--- src/rtl/gaus_read_sequencer.sv ---
// gaus_read_sequencer
//    Read scheduler for the Gaussian line-buffer datapath. Issues bursts of
//    BEATS word reads across [STARTADDRESS, ENDADDRESS], pops the line buffer
//    as each word returns, offers a window-valid handshake once a burst has
//    fully landed, then idles PAUSE cycles before the next burst.
//
// Ports
//    clk, reset     sole clock, synchronous active-high reset
//    start          one-cycle frame start, honoured only in IDLE
//    readAddress    word address of the current request
//    read           read request strobe (accepted when waitRequest=0)
//    waitRequest    memory stall
//    readDataValid  returned word present on the memory bus
//    popBufferEn    shift strobe to the buffer block (combinational)
//    windowValid    burst captured, held until windowReady
//    windowReady    downstream accepts the window
//    busy           high in every state except IDLE
//    done           one-cycle pulse on frame completion
//    abort          (GAUS_SEQ_ABORT_EN only) cancel remaining requests
//
// Build option
//    GAUS_SEQ_ABORT_EN  adds the abort input and its FSM paths.
module gaus_read_sequencer #(
   parameter int unsigned STARTADDRESS = 0,
   parameter int unsigned ENDADDRESS   = 2097151,
   parameter int unsigned BEATS        = 4,
   parameter int unsigned PAUSE        = 1,
   parameter int unsigned ADDRW        = 24
) (
   input  logic             clk,
   input  logic             reset,
   input  logic             start,
   output logic [ADDRW-1:0] readAddress,
   output logic             read,
   input  logic             waitRequest,
   input  logic             readDataValid,
   output logic             popBufferEn,
   output logic             windowValid,
   input  logic             windowReady,
   output logic             busy,
   output logic             done
`ifdef GAUS_SEQ_ABORT_EN
   ,
   input  logic             abort
`endif
);

   localparam int unsigned CW = $clog2(BEATS + 1);
   localparam int unsigned GW = (PAUSE > 1) ? $clog2(PAUSE) : 1;

   localparam logic [ADDRW-1:0] START_A  = ADDRW'(STARTADDRESS);
   localparam logic [ADDRW-1:0] END_A    = ADDRW'(ENDADDRESS);
   localparam logic [CW-1:0]    BEATS_C  = CW'(BEATS);
   localparam logic [CW-1:0]    REQ_LAST = CW'(BEATS - 1);
   localparam logic [GW-1:0]    GAP_LAST = GW'((PAUSE > 0) ? PAUSE - 1 : 0);

   typedef enum logic [2:0] {IDLE, ISSUE, DRAIN, HOLD, GAP, FIN} state_t;

   state_t           state;
   logic [ADDRW-1:0] addr;
   logic [CW-1:0]    reqCount;
   logic [CW-1:0]    rspCount;
   logic [CW-1:0]    rspNext;
   logic [GW-1:0]    gapCount;
   logic             atEnd;     // last accepted request was ENDADDRESS
   logic             readReg;
   logic             accept;
   logic             rspIn;
`ifdef GAUS_SEQ_ABORT_EN
   logic             aborting;
`endif

   assign readAddress = addr;

`ifdef GAUS_SEQ_ABORT_EN
   // abort masks the strobe in the same cycle so no further request is accepted
   assign read = readReg & ~abort;
`else
   assign read = readReg;
`endif

   assign accept      = read & ~waitRequest;
   assign rspIn       = readDataValid & ((state == ISSUE) || (state == DRAIN));
   assign popBufferEn = rspIn;
   assign rspNext     = rspCount + CW'(rspIn);

   always_ff @(posedge clk) begin
      if (reset) begin
         state       <= IDLE;
         addr        <= START_A;
         reqCount    <= '0;
         rspCount    <= '0;
         gapCount    <= '0;
         atEnd       <= 1'b0;
         readReg     <= 1'b0;
         windowValid <= 1'b0;
         busy        <= 1'b0;
         done        <= 1'b0;
`ifdef GAUS_SEQ_ABORT_EN
         aborting    <= 1'b0;
`endif
      end else begin
         if (rspIn) rspCount <= rspNext;

         unique case (state)
            IDLE: begin
               if (start) begin
                  addr     <= START_A;
                  reqCount <= '0;
                  rspCount <= '0;
                  atEnd    <= 1'b0;
                  readReg  <= 1'b1;
                  busy     <= 1'b1;
                  state    <= ISSUE;
`ifdef GAUS_SEQ_ABORT_EN
                  aborting <= 1'b0;
`endif
               end
            end

            ISSUE: begin
               if (accept) begin
                  reqCount <= reqCount + 1'b1;
                  atEnd    <= (addr == END_A);
                  // hold at ENDADDRESS so the address never wraps
                  if (addr != END_A) addr <= addr + 1'b1;
                  if (reqCount == REQ_LAST) begin
                     readReg <= 1'b0;
                     state   <= DRAIN;
                  end
               end
`ifdef GAUS_SEQ_ABORT_EN
               if (abort) begin
                  readReg <= 1'b0;
                  if (rspNext == reqCount) begin
                     busy  <= 1'b0;
                     state <= IDLE;
                  end else begin
                     aborting <= 1'b1;
                     state    <= DRAIN;
                  end
               end
`endif
            end

            DRAIN: begin
               if (rspNext == BEATS_C) begin
                  windowValid <= 1'b1;
                  state       <= HOLD;
               end
`ifdef GAUS_SEQ_ABORT_EN
               // an aborted burst only waits for responses already requested
               if (aborting || abort) begin
                  windowValid <= 1'b0;
                  aborting    <= 1'b1;
                  state       <= DRAIN;
                  if (rspNext == reqCount) begin
                     aborting <= 1'b0;
                     busy     <= 1'b0;
                     state    <= IDLE;
                  end
               end
`endif
            end

            HOLD: begin
               if (windowReady) begin
                  windowValid <= 1'b0;
                  reqCount    <= '0;
                  rspCount    <= '0;
                  if (atEnd) begin
                     done  <= 1'b1;
                     state <= FIN;
                  end else if (PAUSE == 0) begin
                     readReg <= 1'b1;
                     state   <= ISSUE;
                  end else begin
                     gapCount <= '0;
                     state    <= GAP;
                  end
               end
`ifdef GAUS_SEQ_ABORT_EN
               if (abort) begin
                  windowValid <= 1'b0;
                  done        <= 1'b0;
                  readReg     <= 1'b0;
                  busy        <= 1'b0;
                  state       <= IDLE;
               end
`endif
            end

            GAP: begin
               if (gapCount == GAP_LAST) begin
                  readReg <= 1'b1;
                  state   <= ISSUE;
               end else begin
                  gapCount <= gapCount + 1'b1;
               end
`ifdef GAUS_SEQ_ABORT_EN
               if (abort) begin
                  readReg <= 1'b0;
                  busy    <= 1'b0;
                  state   <= IDLE;
               end
`endif
            end

            FIN: begin
               done  <= 1'b0;
               busy  <= 1'b0;
               state <= IDLE;
            end

            default: state <= IDLE;
         endcase
      end
   end

endmodule

--- config.mk ---
export PLATFORM = sky130hd
export DESIGN_NAME = gaus_read_sequencer
export DESIGN_NICKNAME = d
export VERILOG_FILES = /design/src/rtl/gaus_read_sequencer.sv
export SDC_FILE = /design/constraint.sdc
export NUM_CORES = 1
export LEC_CHECK = 0
export CAP_MARGIN = 20
export CELL_PAD_IN_SITES_DETAIL_PLACEMENT = 0
export CELL_PAD_IN_SITES_GLOBAL_PLACEMENT = 1
export CORE_MARGIN = 4
export CORE_UTILIZATION = 40
export CTS_BUF_LIST = sky130_fd_sc_hd__clkbuf_16
export DETAILED_ROUTE_END_ITERATION = 10
export PLACE_DENSITY = 0.83
export SYNTH_ARGS = -nofsm -noshare
export SYNTH_HDL_FRONTEND = slang
export SYNTH_SLANG_ARGS = --single-unit
export TNS_END_PERCENT = 100
--- constraint.sdc ---
create_clock -name clk -period 3.6 [get_ports clk]
set_clock_uncertainty 0.1 [all_clocks]
set_input_delay 0.36 -clock clk [delete_from_list [all_inputs] [get_ports clk]]
set_output_delay 0.36 -clock clk [all_outputs]
set_load 0.05 [all_outputs]
# ---- Word level (Yosys, flattened, before mapping)
# Index checks and enable logic that the tools add are counted.
dict set report totals {
  reg_bits 39
  in_bits 6
  output_inout_bits 29
  wordCells 92
}
dict set report classes {
  add_sub_neg 4
  n_eq_ne 18
  muxes 39
  n_bitwise 3
  reduce_logical 18
}
# operator n
set ops {}
lappend ops {{24-bit 2-to-1 mux} 3}
lappend ops {{24-bit one-hot mux with 2 select lines} 1}
lappend ops {{3-bit 2-to-1 mux} 12}
lappend ops {{24-bit by 1-bit adder with 24-bit output (second input constant)} 1}
lappend ops {{24-bit by 21-bit == test with 1-bit output (second input constant)} 1}
lappend ops {{24-bit by 21-bit inequality test with 1-bit output (second input constant)} 1}
lappend ops {{3-bit one-hot mux with 5 select lines} 1}
lappend ops {{1-bit 2-to-1 mux} 14}
lappend ops {{2-bit inequality test (second input constant)} 6}
lappend ops {{3-bit AND reduction} 4}
lappend ops {{1-bit one-hot mux with 2 select lines} 5}
lappend ops {{2-bit nonzero test} 5}
lappend ops {{3-bit by 2-bit == test with 1-bit output (second input constant)} 3}
lappend ops {{3-bit == test (second input constant)} 3}
lappend ops {{3-bit one-hot mux with 3 select lines} 1}
lappend ops {{4-bit AND reduction} 2}
lappend ops {{2-bit by 1-bit inequality test with 1-bit output (second input constant)} 3}
lappend ops {{3-bit one-hot mux with 2 select lines} 1}
lappend ops {{6-bit AND reduction} 1}
lappend ops {{3-bit nonzero test} 2}
lappend ops {{5-bit AND reduction} 1}
lappend ops {{3-bit by 1-bit adder with 3-bit output} 1}
lappend ops {{3-bit by 1-bit adder with 3-bit output (second input constant)} 1}
lappend ops {{3-bit by 1-bit == test with 1-bit output (second input constant)} 1}
lappend ops {{7 further kinds} 8}

# ---- Depth between registers and ports, before layout
dict set report depth {
  word_depth 7
  ltp_mapped 10
  mapped_depth_nobuf 9
}

# ---- Least setup slack after synthesis
# Ideal clock, no wire load.
dict set report synth_path {
  path_kind {register -> register}
  from {register state[0]}
  to {register state[0]}
  setup_ns 0.071
  t_arrival_ns 3.301
  required_ns 3.429
  setup_slack_ns 0.128
  path_stages_with_launch 10
  path_buffers 1
  synth_period_minus_slack_ns 3.472
  path_cell_list {dfxtp_1 > buf_2 > xnor2_1 > nor3b_1 > ha_1 > ha_1 > o41ai_1 > nand2b_1 > a21o_1 > a21oi_1}
}
dict set report synth_via {
  elab_chain_len 7
  elab_cells_between_ends 17
  cone_classes {add/sub: 1; eq/ne: 11; mux: 1; bitwise: 1; reduce/logical: 3}
}
# item line
set synth_lines {}
lappend synth_lines {{from (decl)} 59} ;# state_t state;
lappend synth_lines {{from (signal assigned)} 89} ;# state <= IDLE;
lappend synth_lines {{from (signal assigned)} 114} ;# state <= ISSUE;
lappend synth_lines {{from (signal assigned)} 129} ;# state <= DRAIN;
lappend synth_lines {{3-bit by 1-bit == test with 1-bit output / 3-bit by 2-bit == test with 1-bit output (equally long branches)} 83} ;# assign rspIn = readDataValid & ((state == ISSUE) || (state == DRAIN));
lappend synth_lines {{1-bit logical OR *} 83}
lappend synth_lines {{1-bit AND *} 83}
lappend synth_lines {{named net popBufferEn} 37} ;# output logic popBufferEn,
lappend synth_lines {{3-bit by 1-bit adder with 3-bit output *} 85} ;# assign rspNext = rspCount + CW'(rspIn);
lappend synth_lines {{3-bit == test *} 147} ;# if (rspNext == BEATS_C) begin
lappend synth_lines {{2-bit by 1-bit inequality test with 1-bit output (no source line) *} -}
lappend synth_lines {{6-bit AND reduction (no source line) *} -}
# Mark *: on every way through the listed nets, which the timed path passes. The rest lies on a longest branch.
# A chain may end at the register's enable or synchronous reset.

# ---- Worst setup path in the final report
dict set report layout_path {
  from {register state[0]}
  to {output popBufferEn}
}
dict set report layout_via {
  elab_chain_len 3
  elab_cells_between_ends 4
  cone_classes {eq/ne: 2; bitwise: 1; reduce/logical: 1}
}
# item line
set layout_lines {}
lappend layout_lines {{3-bit by 1-bit == test with 1-bit output / 3-bit by 2-bit == test with 1-bit output (equally long branches)} 83}
lappend layout_lines {{1-bit logical OR *} 83}
lappend layout_lines {{1-bit AND *} 83}
lappend layout_lines {{to (decl)} 37}
# Mark *: on every way between the ends. The rest lies on a longest branch, timed or not.

==> results.md <==
* Critical path's top delay family: buffers and inverters
* Routed WL at around 5400 um
* Pwr dens at about 370 nW/um^2
* DRC Markers at 0
* CTS Root Cell: clkbuf_16
* Final Net Count at roughly 300
* Mapped Cells at 260
* Largest net degree at the start of global routing at 42
* Routed Antenna Nets at 0
* Final setup vio count at 0
* EDFF count, synth at 0
* Crit-path cells: xnor2_1 -> nor3b_1 -> clkdlybuf4s50_1
* Leakage at slightly below 0.0009 uW
* Dpl hpwl at approximately 3600 um
* Synthesized area at 2062 sq um
* Worst EP required at about 3100 ps
* Setup WS pre-CTS at a little over 900 ps
* Warnings, synthesis at 0
* Cell Count, Final, Fillers Out at between 300 and 400
* CP endpoint kind: primary output
* CTS sink count at 38
* FF+latch count, synth at 38
* Worst skew pair latency at roughly 280 ps
* Postcts setup bufs at 0
* Ys flop type: dfxtp_1
* Max incr delay on CP at ~900 ps
* Clock-pin slew on the worst setup and hold paths at around 50 ps
* Setup_tns at 0 ps
* Placeable core area at 4848 sq um
* Vias in the first global route at 1,898
* Hold/Removal Path Class: reg -> reg
* IO Count at 35
* Achievable Freq at about 370 MHz
* Vias at just over 2,000
* Diode count at 0
* CP max FO at 12
* Final Cycle Share at 0.7584
* DRT iter0 DRCs at 107
* TritonCTS Buffers at 5
* Outcome: finished clean
* Hold Buf Count CTS at 0
* Asr flop ratio synth at 0
* Worst path bufs/invs at 1
* Slew @ Worst Pin at a little over 800 ps
* H-tree lvl count at 2
* VDD IR max at between 0.2 and 0.25 mV
* Placer Congestion at just over 0.8
* Worst Path Arrival at around 2300 ps
* Antenna violations before repair at 0
* Fin. Hold Viols at 0
* Setup CP Type: reg -> out
* Total gr overflow at 0
* Final worst slack at 869.6 ps
* RSZ-0062 raised after global routing: no
* PortBufs at 34
* TritonCTS clock tree: built
* Worst Setup Start Kind: flop
* Syn avg cell area at a little under 8 sq um
* Routed wire per std cell at 15.03 um
* Critical path's slowest cell: clkdlybuf4s50_1
* Dpl cells at 353
* Tmin final at 2730 ps
* Starting Density at 0.4253
* DIE HEIGHT at roughly 80 um
* Relative slew margins at 0.4459
* CTS max path bufs at 2
* Net Count, Synth at around 270
* Slew Viols, Final at 0
* Number of placement rows at 25
* Share of layout cells above drive strength 1 at 0.06122
* Number of max-cap violations at 0
* Initial DRT Pass Iterations at 4
* Vias per inst at between 5 and 6
* Sequential fraction of the synthesis area at 0.3689
* Post-CTS sizing at 0
* Unique cell type count in the Yosys netlist at between 40 and 50
* GRT Total Usage at 0.1784
* Die Footprint at ~6400 sq um
* First-pass GRT wire length at 9121 um
* Die W at roughly 80 um
* Area Overhead vs Synth at 26.58%
[registers in the layout (all words and copies together), names as in the netlist]
signal       count
readAddress     24
reqCount         3
rspCount         3
state            3
atEnd            1
busy             1
done             1
read             1
windowValid      1
[report_power, final]
group	switching, uW	internal, uW
sequential	8.25	427
clock	162	250
combinational	72.2	42.7
[placed cells by master, fill, tap and decap left out, types with 2 or more instances in the layout]
cell	n
clkbuf_16	5
or3_1	7
inv_1	12
and3_1	2
nand4_1	11
a21oi_1	25
nor3b_1	3
o31ai_1	2
nor2_1	18
or2_2	2
nor3_1	12
dfxtp_1	38
nor2b_1	10
ha_1	5
a21o_1	2
a311oi_1	3
xnor2_1	2
o21ai_0	22
and2_1	4
a31oi_1	7
nand2_1	16
nand2b_1	4
clkdlybuf4s50_1	34
o32ai_1	4
and4_1	2
buf_4	6
or4_1	2
nand3_1	10
mux2i_1	2
[worst paths after layout]
check / start / endpoint / slack, ps / cells past startpoint
worst min-delay path: reqCount[2]$_SDFFE_PP0P_ / reqCount[2]$_SDFFE_PP0P_ / 350 / 2
worst min register to register: reqCount[2]$_SDFFE_PP0P_ / reqCount[2]$_SDFFE_PP0P_ / 350 / 2
worst max register to register: state[1]$_SDFFE_PP0P_ / readAddress[17]$_SDFFE_PP0P_ / 1060 / 5
worst max-delay path: state[0]$_SDFFE_PP0P_ / popBufferEn / 870 / 3
[layout make-up]
cell class | count | area (sq um)
inverter | 11 | 41.29
clock buffer | 5 | 125.1
multi-input combinational | 197 | 1201
clock inverter | 3 | 12.51
fill | 476 | 2238
timing repair buffer | 40 | 385.4
tap | 67 | 83.83
sequential | 38 | 760.7
[metal layers]
layer | GRT usage | wire [um]
met5 | 0 | 0
met4 | 0.05912 | 56
met3 | 0.04063 | 237
met2 | 0.2855 | 2458
met1 | 0.2364 | 2673
[cells by family (layout without fill, tap and decap cells)]
kind of cell,Yosys count,count (layout),share of synthesized area
buffers and inverters,25,59,0.04854
adders and majority gates,5,5,0.03034
xor gates and xnor gates,3,3,0.01275
and+or+nand+nor,108,108,0.2846
AOI/OAI and AO/OA,79,79,0.2452
muxes,2,2,0.009709
DFF,38,38,0.3689
[worst register-to-register path: stages, from the launching register on]
cell      delay, ps
dfxtp_1         410
or2_2           400
a311oi_4        440
a311o_1         730
a21oi_1          90
o32ai_1         260
[synth_stat cells, drive strengths merged (5+ instances only)]
master | number | area [sq um]
or3 | 7 | 43.79
nand4 | 11 | 68.82
o21ai | 22 | 110.1
a31oi | 7 | 43.79
a21oi | 26 | 133.9
nand2 | 16 | 60.06
dfxtp | 38 | 760.7
nor3 | 13 | 70.07
clkbuf | 8 | 30.03
nor2 | 18 | 67.56
nor2b | 10 | 62.56
nand3 | 10 | 50.05
ha | 5 | 62.56
buf | 6 | 28.77
inv | 11 | 41.29
[through the flow]
| stage | instance area, sq um | power (uW) | util | hold slack, ps |
|---|---|---|---|---|
| 3_3_place_gp | 2472 | 558.2 | 0.5099 | 342.9 |
| 3_5_place_dp | 2472 | 558.9 | 0.5099 | 343.0 |
| 6_report | 2610 | 962.6 | 0.5383 | 349.4 |
| 5_1_grt | 2610 | 1003 | 0.5383 | 369.5 |
| 2_1_floorplan | 2062 | 522.7 | - | 331.9 |
| 4_1_cts | 2610 | 971.5 | 0.5383 | 350.7 |
No activity file was read; power rests on OpenSTA's default activity.
